### config.mk
export PLATFORM = sky130hd
export DESIGN_NAME = jesd204b_rx_link_ctrl
export DESIGN_NICKNAME = d
export VERILOG_FILES = /design/src/rtl/jesd204b_rx_link_ctrl.sv
export SDC_FILE = /design/constraint.sdc
export NUM_CORES = 1
export LEC_CHECK = 0
export CORE_ASPECT_RATIO = 1.25
export CORE_MARGIN = 8
export CORE_UTILIZATION = 40
export DETAILED_ROUTE_END_ITERATION = 10
export HOLD_SLACK_MARGIN = 0.08
export PLACE_DENSITY = 0.7
export SKIP_LAST_GASP = 1
export SYNTH_ARGS = -nofsm -noshare
export SYNTH_HDL_FRONTEND = slang
export SYNTH_SLANG_ARGS = --single-unit
### constraint.sdc
create_clock -name clk_i -period 3.1 [get_ports clk_i]
set_input_delay 0.31 -clock clk_i [delete_from_list [all_inputs] [get_ports clk_i]]
set_output_delay 0.31 -clock clk_i [all_outputs]
set_load 0.02 [all_outputs]
### src/rtl/jesd204b_rx_link_ctrl.sv
// JESD204B receiver link control: one sequencing FSM per link (GT reset, PHY wait,
// CGS, LMFC-aligned SYNC release, data monitoring with windowed error-rate resync).
module jesd204b_rx_link_ctrl #(
    parameter int L                 = 4,
    parameter int LINKS             = 1,
    parameter int PARALLEL_OCTETS   = 4,
    parameter int RST_GT_CYCLES     = 4,
    parameter int CGS_STABLE_CYCLES = 16,
    parameter int ERR_WIN_W         = 16,
    parameter int ERR_CTR_W         = 12
) (
    input  logic                            clk_i,
    input  logic                            rst_ni,
    input  logic [L-1:0]                    lane_disable_i,
    input  logic [LINKS-1:0]                link_disable_i,
    input  logic [LINKS-1:0]                gtx_ready_i,
    input  logic [L-1:0]                    cgs_detected_i,
    input  logic                            lmfc_clk_i,
    input  logic [L*PARALLEL_OCTETS-1:0]    gtx_notintable_i,
    input  logic [L*PARALLEL_OCTETS-1:0]    gtx_disperr_i,
    input  logic [LINKS-1:0]                resync_req_i,
    input  logic [ERR_CTR_W-1:0]            err_thresh_i,
    output logic [LINKS-1:0]                rx_reset_gt_o,
    output logic [LINKS-1:0]                gtx_en_char_align_o,
    output logic [L-1:0]                    cgs_rst_o,
    output logic [L-1:0]                    ifs_rst_o,
    output logic [LINKS-1:0]                sync_o,
    output logic [LINKS-1:0]                latency_monitor_rst_n_o,
    output logic [LINKS-1:0]                link_up_o,
    output logic [3*LINKS-1:0]              link_state_o,
    output logic [8*LINKS-1:0]              resync_cnt_o
);

    localparam int LPL     = L / LINKS;
    localparam int OPL     = LPL * PARALLEL_OCTETS;
    localparam int CNT_MAX = (RST_GT_CYCLES > CGS_STABLE_CYCLES) ? RST_GT_CYCLES : CGS_STABLE_CYCLES;
    localparam int CNT_W   = $clog2(CNT_MAX + 1);

    localparam logic [2:0] ST_RESET     = 3'd0;
    localparam logic [2:0] ST_WAIT_PHY  = 3'd1;
    localparam logic [2:0] ST_CGS       = 3'd2;
    localparam logic [2:0] ST_WAIT_LMFC = 3'd3;
    localparam logic [2:0] ST_DATA      = 3'd4;

    if ((L % LINKS) != 0) begin : g_bad_cfg
        $error("jesd204b_rx_link_ctrl: L must be a multiple of LINKS");
    end

    for (genvar gi = 0; gi < LINKS; gi++) begin : g_link
        logic [2:0]           state_q, state_d;
        logic [CNT_W-1:0]     cnt_q, cnt_d;
        logic [ERR_WIN_W-1:0] win_q, win_d;
        logic [ERR_CTR_W-1:0] err_q, err_d, err_inc;
        logic [7:0]           rcnt_q, rcnt_d;
        logic                 rst_gt_q, rst_gt_d, align_q, align_d, sync_q, sync_d;
        logic                 lat_q, lat_d, up_q, up_d;
        logic [LPL-1:0]       cgs_rst_q, cgs_rst_d, ifs_rst_q, ifs_rst_d;
        logic [LPL-1:0]       ldis;
        logic [OPL-1:0]       oct_en, oct_err;
        logic                 cgs_ok, err_cycle, trip;

        assign ldis = lane_disable_i[gi*LPL +: LPL];
        // A link whose lanes are all disabled must never pass CGS.
        assign cgs_ok = (&(cgs_detected_i[gi*LPL +: LPL] | ldis)) && !(&ldis);

        for (genvar gj = 0; gj < LPL; gj++) begin : g_oct_en
            assign oct_en[gj*PARALLEL_OCTETS +: PARALLEL_OCTETS] = {PARALLEL_OCTETS{~ldis[gj]}};
        end

        assign oct_err   = (gtx_notintable_i[gi*OPL +: OPL] | gtx_disperr_i[gi*OPL +: OPL]) & oct_en;
        assign err_cycle = |oct_err;

        always_comb begin
            state_d = state_q;
            cnt_d   = cnt_q;
            win_d   = '0;
            err_d   = '0;
            err_inc = err_q;
            rcnt_d  = rcnt_q;
            trip    = 1'b0;
            case (state_q)
                ST_RESET: begin
                    if (link_disable_i[gi]) begin
                        cnt_d = '0;
                    end else if (cnt_q == CNT_W'(RST_GT_CYCLES - 1)) begin
                        state_d = ST_WAIT_PHY;
                        cnt_d   = '0;
                    end else begin
                        cnt_d = cnt_q + 1'b1;
                    end
                end
                ST_WAIT_PHY: begin
                    cnt_d = '0;
                    if (gtx_ready_i[gi]) state_d = ST_CGS;
                end
                ST_CGS: begin
                    if (!cgs_ok) begin
                        cnt_d = '0;
                    end else if (cnt_q == CNT_W'(CGS_STABLE_CYCLES - 1)) begin
                        state_d = ST_WAIT_LMFC;
                        cnt_d   = '0;
                    end else begin
                        cnt_d = cnt_q + 1'b1;
                    end
                end
                ST_WAIT_LMFC: begin
                    if (lmfc_clk_i) state_d = ST_DATA;
                end
                ST_DATA: begin
                    err_inc = (err_cycle && (err_q != {ERR_CTR_W{1'b1}})) ? err_q + 1'b1 : err_q;
                    trip    = (err_thresh_i != '0) && (err_inc >= err_thresh_i);
                    win_d   = win_q + 1'b1;
                    // The cycle on which the window wraps still counts toward a trip.
                    err_d   = (&win_q) ? '0 : err_inc;
                end
                default: state_d = ST_RESET;
            endcase

            if (state_q != ST_RESET) begin
                if (link_disable_i[gi]) begin
                    state_d = ST_RESET;
                    cnt_d   = '0;
                end else if (resync_req_i[gi] || trip) begin
                    state_d = ST_RESET;
                    cnt_d   = '0;
                    if (rcnt_q != 8'hFF) rcnt_d = rcnt_q + 8'd1;
                end
            end
        end

        always_comb begin
            rst_gt_d  = (state_d == ST_RESET);
            align_d   = (state_d == ST_CGS);
            sync_d    = !((state_d == ST_CGS) || (state_d == ST_WAIT_LMFC));
            lat_d     = (state_d == ST_DATA);
            up_d      = (state_d == ST_DATA);
            cgs_rst_d = ((state_d == ST_RESET) || (state_d == ST_WAIT_PHY)) ? {LPL{1'b1}} : ldis;
            ifs_rst_d = (state_d == ST_DATA) ? ldis : {LPL{1'b1}};
        end

        always_ff @(posedge clk_i or negedge rst_ni) begin
            if (!rst_ni) begin
                state_q   <= ST_RESET;
                cnt_q     <= '0;
                win_q     <= '0;
                err_q     <= '0;
                rcnt_q    <= '0;
                rst_gt_q  <= 1'b1;
                align_q   <= 1'b0;
                sync_q    <= 1'b1;
                lat_q     <= 1'b0;
                up_q      <= 1'b0;
                cgs_rst_q <= {LPL{1'b1}};
                ifs_rst_q <= {LPL{1'b1}};
            end else begin
                state_q   <= state_d;
                cnt_q     <= cnt_d;
                win_q     <= win_d;
                err_q     <= err_d;
                rcnt_q    <= rcnt_d;
                rst_gt_q  <= rst_gt_d;
                align_q   <= align_d;
                sync_q    <= sync_d;
                lat_q     <= lat_d;
                up_q      <= up_d;
                cgs_rst_q <= cgs_rst_d;
                ifs_rst_q <= ifs_rst_d;
            end
        end

        assign rx_reset_gt_o[gi]              = rst_gt_q;
        assign gtx_en_char_align_o[gi]        = align_q;
        assign sync_o[gi]                     = sync_q;
        assign latency_monitor_rst_n_o[gi]    = lat_q;
        assign link_up_o[gi]                  = up_q;
        assign cgs_rst_o[gi*LPL +: LPL]       = cgs_rst_q;
        assign ifs_rst_o[gi*LPL +: LPL]       = ifs_rst_q;
        assign link_state_o[gi*3 +: 3]        = state_q;
        assign resync_cnt_o[gi*8 +: 8]        = rcnt_q;
    end

endmodule
=== Word level (Yosys, flattened, before mapping) ===
Cells that the tools add are included.

* $add $sub $neg: 4
* Multiply operators: 0
* Divide/modulo/power cells: 0
* Magnitude comparators: 1
* Equal/unequal tests: 12
* Shift operators: 0
* Mux-type cells: 25
* Bitwise operators: 8
* Reduce and logical (&&, ||, !) cells: 17

{| class="wikitable"
|+ Operator list
! cell !! number
|-
| $mux 12 || 3
|-
| $mux 5 || 7
|-
| $mux 3 || 9
|-
| $add 16x1->16 const B || 1
|-
| $and 16x16->16 || 1
|-
| $mux 16 || 1
|-
| $or 16x16->16 || 1
|-
| $reduce_and 16->1 || 1
|-
| $reduce_or 16->1 || 1
|-
| $pmux 3 s5 || 1
|-
| $pmux 5 s3 || 1
|-
| $add 12x1->12 const B || 1
|-
| $eq 3x2->1 const B || 4
|-
| $ge 12x12->1 || 1
|-
| $ne 12x12->1 const B || 1
|-
| $reduce_and 4->1 || 3
|-
| $reduce_bool 12->1 || 1
|-
| $add 8x1->8 const B || 1
|-
| $mux 4 || 2
|-
| $ne 8x8->1 const B || 1
|-
| $eq 3x1->1 const B || 2
|-
| $eq 3x3->1 const B || 2
|-
| $logic_not 3->1 || 2
|-
| $add 5x1->5 const B || 1
|-
| other kinds (9) || 18
|}

* Flip-flop bits (word level): 56
* Bits in latches: 0
* Bits in writable memories: 0
* Bits in read-only memories: 0
* Output and inout bits: 24
* Logic and storage cells: 78
* Memories kept: 0

=== Logic depth before layout (Yosys ltp) ===
Gate-level depths: netlist of the first run.

* Depth after elaboration: 15
* Gate-level depth with buffers: 13
* Mapped depth without buffers: 13

=== Worst setup path after synthesis of the first run ===
OpenSTA, ideal clock, no wires.

* Kind: input port to flip-flop
* From: input port gtx_disperr_i[8]
* To: register g_link[0].cnt_q[0]
* Setup time: 96 ps
* Arrival: 3205 ps
* Required time: 3004 ps
* Path slack: -201 ps
* Stages: 12
* Path buffers: 0
* Cells stage by stage: nor4_1 a21oi_1 nor4_4 nor4_1 xor2_1 ha_1 a21o_1 a21o_1 a2111oi_4 a21boi_2 o31a_4 a311oi_2

* Cells in the longest elaborated chain, start to end: 12

{| class="wikitable"
|+ RTL lines
! what !! RTL line !! RTL
|-
| start, declared || 20 || <nowiki>input logic [L*PARALLEL_OCTETS-1:0] gtx_disperr_i,</nowiki>
|-
| $or 16x16->16 || 70 || <nowiki>assign oct_err = (gtx_notintable_i[gi*OPL +: OPL] | gtx_disperr_i[gi*OPL +: OPL]) & oct_en;</nowiki>
|-
| $and 16x16->16 || 70 ||
|-
| $reduce_or 16->1 || 71 || <nowiki>assign err_cycle = |oct_err;</nowiki>
|-
| $logic_and 1x1->1 || 110 || <nowiki>err_inc = (err_cycle && (err_q != {ERR_CTR_W{1'b1}})) ? err_q + 1'b1 : err_q;</nowiki>
|-
| $mux 12 || 110 ||
|-
| $ge 12x12->1 || 111 || <nowiki>trip = (err_thresh_i != '0) && (err_inc >= err_thresh_i);</nowiki>
|-
| $logic_and 1x1->1 || 111 ||
|-
| $mux 1 || 81 || <nowiki>case (state_q)</nowiki>
|-
| $logic_or 1x1->1 || 123 || <nowiki>end else if (resync_req_i[gi] || trip) begin</nowiki>
|-
| $mux 5 || 123 ||
|-
| $mux 5 || 120 || <nowiki>if (link_disable_i[gi]) begin</nowiki>
|-
| $mux 5 || 119 || <nowiki>if (state_q != ST_RESET) begin</nowiki>
|-
| net g_link[0].cnt_d[0] || 51 || <nowiki>logic [CNT_W-1:0] cnt_q, cnt_d;</nowiki>
|-
| end signal, assigned || 157 || <nowiki>cnt_q <= cnt_d;</nowiki>
|-
| end, declared || 51 ||
|}

The timed path passes the listed nets, and every way through them passes these cells.
A chain may end at the register's enable or synchronous reset.

=== Final worst setup path of the first run ===
* From: register g_link[0].err_q[7]
* To: register g_link[0].rcnt_q[1] (netlist: resync_cnt_o[1])

* Cells in the longest elaborated chain, start to end: 8

{| class="wikitable"
|+ RTL lines
! what !! RTL line !! RTL
|-
| start, declared || 53 || <nowiki>logic [ERR_CTR_W-1:0] err_q, err_d, err_inc;</nowiki>
|-
| start signal, assigned || 159 || <nowiki>err_q <= err_d;</nowiki>
|-
| branches (longest 2 deep; another with $add 12x1->12) || - ||
|-
| $mux 12 (*) || 110 ||
|-
| $ge 12x12->1 (*) || 111 ||
|-
| $logic_and 1x1->1 (*) || 111 ||
|-
| $mux 1 (*) || 81 ||
|-
| $logic_or 1x1->1 (*) || 123 ||
|-
| $reduce_and 4->1 (no source line) (*) || - ||
|-
| end signal, assigned || 160 || <nowiki>rcnt_q <= rcnt_d;</nowiki>
|-
| end, declared || 54 || <nowiki>logic [7:0] rcnt_q, rcnt_d;</nowiki>
|}

Mark *: on every way between the ends.

==> results of run 1 <==
## power groups by stage
stage	Combinational, mW	Clock, mW	Sequential (mW)
3_5_place_dp	0.361	0	0.827
5_1_grt	0.442	0.461	0.823
3_3_place_gp	0.355	0	0.826
2_1_floorplan	0.133	0	0.852
4_1_cts	0.402	0.434	0.813
6_report	0.409	0.421	0.817
## cells by family after synthesis
family	share of synthesized area, %
adders and majority gates	7.17
and+or+nand+nor	24.3
xor gates and xnor gates	7.81
buffers and inverters	3.86
muxes	1.08
DFF	45.0
AOI/OAI and AO/OA	10.7
## path summary, 6_finish.rpt
kind / end / slack [ns] / start
max in group asynchronous: ifs_rst_o[1] / 1.77 / rst_ni
worst min register to register: g_link[0].win_q[0] / 0.50 / g_link[0].win_q[0]
worst min-delay path: g_link[0].cnt_q[3] / 0.45 / rst_ni
worst max register to register: resync_cnt_o[1] / -0.18 / g_link[0].err_q[7]
min in group clk_i: ifs_rst_o[3] / 0.48 / lane_disable_i[3]
worst max-delay path: resync_cnt_o[1] / -0.18 / g_link[0].err_q[7]
## cell usage after synthesis (all sizes together) (2+ instances only)
cell	n	area (sq um)
a21o	3	22.5
a21oi	14	70.1
a22oi	2	15.0
a31o	2	17.5
a31oi	3	25.0
and3	5	31.3
and4	3	26.3
buf	2	12.5
clkbuf	2	7.51
dfrtp	46	1150
dfstp	10	263
ha	18	225
inv	27	101
mux2	3	33.8
nand2	11	41.3
nand2b	5	38.8
nand3	14	70.1
nand4	11	68.8
nor2	31	119
nor2b	12	75.1
nor3	7	35.0
nor3b	2	15.0
nor4	19	149
o21ai	6	30.0
o22ai	2	12.5
o31a	2	26.3
or3	9	56.3
xnor2	13	114
xor2	15	131
## routing by layer
layer / part of all wire, % / routed length (um)
met5: 0 / 0
met4: 2.8 / 267
met3: 5.9 / 559
met2: 51 / 4830
met1: 40 / 3850
## flip-flops by register name (all words and copies together) (netlist names)
signal / cells
g_link.win_q: 16
g_link.err_q: 12
resync_cnt_o: 8
g_link.cnt_q: 5
cgs_rst_o: 4
ifs_rst_o: 4
link_state_o: 3
gtx_en_char_align_o: 1
link_up_o: 1
rx_reset_gt_o: 1
sync_o: 1
## area by class of cell
class / count / area, sq um
clock inverters: 2 / 16.3
multi-input cells: 227 / 1940
flip-flops and latches: 56 / 1410
clock buffers: 6 / 72.6
repair buffers: 136 / 1250
well taps: 95 / 119
fillers: 628 / 2800
inverters: 27 / 101
## repair_timing
item / 4_1_cts / 5_1_grt
endpoints found under the setup margin: 25 / 25
hold buffers: 1 / 0
gates resized for setup: 144 / 11
gates cloned: 1 / 0
buffers inserted: 14 / 8
endpoints found under the hold margin: 17 / 0
pin swaps: 43 / 11
## worst max-delay path: cells and delay by family (launching register included)
kind / cells / cell delay, ns
AO/OA/AOI/OAI: 2 / 0.33
adder cells (fa/ha/maj): 1 / 0.31
XOR/XNOR: 1 / 0.16
buffers and inverters: 3 / 0.46
AND/OR/NAND/NOR: 6 / 1.24
multiplexers: 1 / 0.30
flip-flops: 1 / 0.37
## stage by stage
step | util (%) | setup WS (ns) | std cells | area [sq um] | total power [mW]
floorplan | - | -0.0771 | 314 | 3190 | 0.985
global placement | 56.8 | -0.801 | 521 | 4370 | 1.18
detailed placement | 56.8 | -0.820 | 521 | 4370 | 1.19
CTS | 62.1 | -0.0766 | 543 | 4790 | 1.65
global route | 63.7 | -0.329 | 549 | 4910 | 1.73
finish | 63.7 | -0.177 | 549 | 4910 | 1.65
==> results.sh, run 1 <==
export IMPL_run_status="complete, but fails checks"
export IMPL_violations="negative setup slack"
export IMPL_ys_types=50
export IMPL_tightest_slew_ns=0.478
export IMPL_clock_root_buffer="clkbuf_8"
export IMPL_die_h_um=115
export IMPL_async_flop_share_pct=100
export IMPL_cts_sinks=56
export IMPL_clkLatencyLatePin_ns=0.33
export IMPL_drt_wl_total_mm=9.50
export IMPL_portBuffers=81
export IMPL_fin_nets=529
export IMPL_diodes=0
export IMPL_ys_seq_elements=56
export IMPL_power_share_sequential_pct=49.6
export IMPL_viasPerCell=5.26
export IMPL_antenna_found_initial=0
export IMPL_fmax_mhz=305
export IMPL_grt_max_degree=39
export IMPL_ys_seq_area_share_pct=45.0
export IMPL_grt_pass1_wl_mm=15.3
export IMPL_hp_class="in -> async"
export IMPL_post_route_period_util_pct=106
export IMPL_ys_warn_count=0
export IMPL_setup_slack_ns=-0.177
export IMPL_dieWidth_um=95.3
export IMPL_start_util_pct=40.8
export IMPL_dr_pass1_iters=4
export IMPL_io_pins=82
export IMPL_synth_cells=314
export IMPL_p_switching_uw=498
export IMPL_synth_edf_count=0
export IMPL_met1_usage_pct=20.2
export IMPL_grtUsageMet2_pct=30.9
export IMPL_met3_usage_pct=5.68
export IMPL_die_area_sq_mm=0.0110
export IMPL_whs_ns=0.448
export IMPL_power_density_mw_per_mm2=336
export IMPL_power_frac_comb_pct=24.8
export IMPL_clk_path_buf_depth=2
export IMPL_cp_slowest_cell="dfrtp_1"
export IMPL_syn_area_per_cell_sq_um=10.0
export IMPL_max_slew_margin_pct=68.1
export IMPL_worstPathRequired_ns=3.32
export IMPL_clkPwrFrac_pct=25.6
export IMPL_clk_pin_slew_ns=0.10
export IMPL_gr_max_usage_layer="met2"
export IMPL_num_rows=36
export IMPL_hpwl_mm=6.78
export IMPL_fin_crit_ns=3.28
export IMPL_cts_tree="yes"
export IMPL_setup_violations=24
export IMPL_fin_setup_tns_ns=-2.13
export IMPL_ctsHtreeMaxLevel=2
export IMPL_synth_area_sq_mm=0.00314
export IMPL_synth_fp_nets=390
export IMPL_drive_gt1_share_pct=31.9
export IMPL_ir_drop_mv=0.453
export IMPL_final_cell_mix="46 x dfrtp_1, 46 x buf_4, 44 x clkdlybuf4s50_1"
export IMPL_routedWlPerCell_um=17.3
export IMPL_drt_initial_drc_count=197
export IMPL_fp_coreArea_sq_mm=0.00770
export IMPL_internal_power_mw=1.15
export IMPL_num_vias=2888
export IMPL_grt_total_usage_pct=18.0
export IMPL_drc_errors=0
export IMPL_crit_arrival_ns=3.50
export IMPL_drv_cap=0
export IMPL_cp_start_kind="register"
export IMPL_cpMostUsedCell="nand4_1"
export IMPL_hold_viol_final=0
export IMPL_synthFlopType="dfrtp_1"
export IMPL_finalMaxSlewViolations=0
export IMPL_numCtsBuffers=5
export IMPL_grt_setup_unrepaired="yes"
export IMPL_area_delta_synth_final_pct=56.2
export IMPL_grt_overflow=0
export IMPL_crit_chain="and3_4, nand4_1, nor2_4, buf_6, nor4_2, xor2_1, ha_1, nand4_1, nor3_2, o31ai_2, buf_4, a31oi_4, buf_12, mux2_4"
export IMPL_crit_type="reg -> reg"
export IMPL_finalClockSkew_ns=0.00783
export IMPL_p_leak_nw=2.15
export IMPL_gp_congestion=0.912
export IMPL_reg2reg_depth=14
export IMPL_p_sw_share_pct=30.3
export IMPL_cpPeakStageDelay_ns=0.37
export IMPL_grt_pass1_vias=3121
export IMPL_drtAntennaViolNets=0
export IMPL_cp_end_kind="register"
export IMPL_cp_max_fo=7
Power figures use the tool's default switching activity.
==> run 2, diff against run 1 <==
--- a/config.mk
+++ b/config.mk
@@ -5,13 +5,15 @@
 export SDC_FILE = /design/constraint.sdc
 export NUM_CORES = 1
 export LEC_CHECK = 0
+export CAP_MARGIN = 25
 export CORE_ASPECT_RATIO = 1.25
 export CORE_MARGIN = 8
 export CORE_UTILIZATION = 40
 export DETAILED_ROUTE_END_ITERATION = 10
 export HOLD_SLACK_MARGIN = 0.08
-export PLACE_DENSITY = 0.7
+export PLACE_DENSITY = 0.68
 export SKIP_LAST_GASP = 1
+export SLEW_MARGIN = 20
 export SYNTH_ARGS = -nofsm -noshare
 export SYNTH_HDL_FRONTEND = slang
 export SYNTH_SLANG_ARGS = --single-unit
==> constraint.sdc (replaced) <==
create_clock -name clk_i -period 3.9 [get_ports clk_i]
set_input_delay 0.39 -clock clk_i [delete_from_list [all_inputs] [get_ports clk_i]]
set_output_delay 0.39 -clock clk_i [all_outputs]
set_load 0.02 [all_outputs]
==> results.sh, run 2 (same netlist as run 1, synthesis figures left out) <==
export IMPL_numCtsBuffers=5
export IMPL_grt_overflow=0
export IMPL_cts_tree="yes"
export IMPL_layout_commonest_cell="clkdlybuf4s50_1"
export IMPL_drt_wl_total_mm=8.01
export IMPL_grt_max_degree=35
export IMPL_viasPerCell=5.29
export IMPL_start_util_pct=40.8
export IMPL_drc_errors=0
export IMPL_tightest_slew_ns=0.719
export IMPL_fillerInstances=710
export IMPL_max_slew_margin_pct=52.1
export IMPL_die_h_um=115
export IMPL_cts_resized=0
export IMPL_drtAntennaViolNets=0
export IMPL_cts_setup_buffers=0
export IMPL_ctsHtreeMaxLevel=2
export IMPL_cp_max_fo=10
export IMPL_area_delta_synth_final_pct=35.7
export IMPL_final_cell_mix="80 x clkdlybuf4s50_1, 46 x dfrtp_1, 30 x nor2_1"
export IMPL_clkLatencyLatePin_ns=0.30
export IMPL_worstPathRequired_ns=4.12
export IMPL_cp_end_kind="register"
export IMPL_min_from="g_link[0].win_q[0]"
export IMPL_power_density_mw_per_mm2=296
export IMPL_grt_total_usage_pct=15.3
export IMPL_multi_input_area_sq_mm=0.00161
export IMPL_finalClockSkew_ns=0.00827
export IMPL_antenna_found_initial=0
export IMPL_setup_violations=0
export IMPL_crit_type="in -> reg"
export IMPL_startpoint="gtx_disperr_i[9]"
export IMPL_drt_initial_drc_count=99
export IMPL_finalMaxSlewViolations=0
export IMPL_diodes=0
export IMPL_cts_sinks=56
export IMPL_gp_congestion=0.880
export IMPL_drv_cap=0
export IMPL_stdcell_count=509
export IMPL_hold_viol_final=0
export IMPL_routedWlPerCell_um=15.7
export IMPL_ir_drop_mv=0.238
export IMPL_cp_start_kind="primary input"
export IMPL_dr_pass1_iters=4
export IMPL_num_vias=2692
export IMPL_drive_gt1_share_pct=11.4
export IMPL_seq_area_sq_mm=0.00141
export IMPL_num_rows=36
export IMPL_largest_reg_flops=16
export IMPL_clock_root_buffer="clkbuf_8"
export IMPL_clk_pin_slew_ns=0.10
export IMPL_portBuffers=81
export IMPL_fp_coreArea_sq_mm=0.00770
export IMPL_fin_setup_tns_ns=0
export IMPL_fin_crit_ns=3.61
export IMPL_fin_nets=489
export IMPL_clk_path_buf_depth=2
export IMPL_dp_cells=500
export IMPL_io_pins=82
export IMPL_post_route_period_util_pct=92.5
export IMPL_grt_pass1_vias=2806
export IMPL_run_status="finished clean"
export IMPL_crit_arrival_ns=3.83
export IMPL_p_leak_nw=1.86
export IMPL_hpwl_mm=6.39
export IMPL_grt_pass1_wl_mm=13.4
export IMPL_rr_startpoint="g_link[0].err_q[0]"
export IMPL_hp_class="reg -> reg"
export IMPL_regMostFlops="g_link.win_q"
export IMPL_grt_setup_unrepaired="no"
export IMPL_dieWidth_um=95.3
export IMPL_holdBufCountCts=1
export IMPL_fmax_mhz=277
export IMPL_die_area_sq_mm=0.0110
## run 2: cell types whose count changed in the layout (fill, tap and decap cells not counted), moves of 4 or more
cell,previous run,this run
a21oi_1,8,14
a21oi_2,6,0
buf_2,11,1
buf_4,46,14
buf_6,10,0
clkdlybuf4s15_1,7,0
clkdlybuf4s50_1,44,80
dlygate4sd2_1,10,0
nor2_1,26,30
nor4_1,5,17
nor4_2,4,0
nor4_4,10,2
## run 2: final cells by class
type / instances / area share, %
clock buffer: 6 / 1.94
clock inverter: 2 / 0.440
inverter: 27 / 2.38
multi-input combinational: 227 / 37.7
sequential: 56 / 33.2
tap: 95 / 2.79
timing repair buffer: 96 / 21.6
## run 2: layer usage
metal  GRT usage (%)  routed length [um]  up-vias
met5               0                   0        -
met4            3.65                  94        0
met3            3.33                 343        6
met1            18.2                3320     1311
li1                -                   -     1323
met2            26.9                4250       52
## run 2: stage by stage
stage / hold WS [ns] / instance area (sq um) / utilization [%] / setup WS, ns / total power [mW]
detailed placement: 0.415 / 4150 / 53.9 / 0.0222 / 0.929
CTS: 0.501 / 4260 / 55.3 / 0.335 / 1.28
finish: 0.494 / 4260 / 55.3 / 0.292 / 1.26
global route: 0.537 / 4260 / 55.3 / 0.0145 / 1.33
global placement: 0.420 / 4150 / 53.9 / 0.0322 / 0.926
floorplan: 0.0944 / 3140 / - / 0.519 / 0.781
## run 2: power by group
part           switching (mW)  internal [mW]
combinational           0.124          0.148
clock                   0.193          0.149
sequential             0.0323          0.615
## run 2: worst max-delay path, stage by stage
cell and delay [ns]:
clkdlybuf4s50_1 0.48, nor4_1 0.06, a21oi_1 0.24, nor4_4 0.08, buf_4 0.18, nor4_1 0.35
xor2_1 0.25, ha_1 0.28, a21o_1 0.18, a21o_1 0.20, a2111oi_4 0.40, a21boi_2 0.16
o31a_4 0.34, a311oi_2 0.24
## run 2: worst paths after layout
kind | endpoint | slack [ns] | cells past startpoint
worst min register to register | g_link[0].win_q[0] | 0.49 | 1
max in group asynchronous | cgs_rst_o[3] | 2.45 | 3
min in group asynchronous | g_link[0].err_q[6] | 0.60 | 2
worst min-delay path | g_link[0].win_q[0] | 0.49 | 1
worst max register to register | resync_cnt_o[1] | 0.47 | 14
worst max-delay path | g_link[0].cnt_q[0] | 0.29 | 14
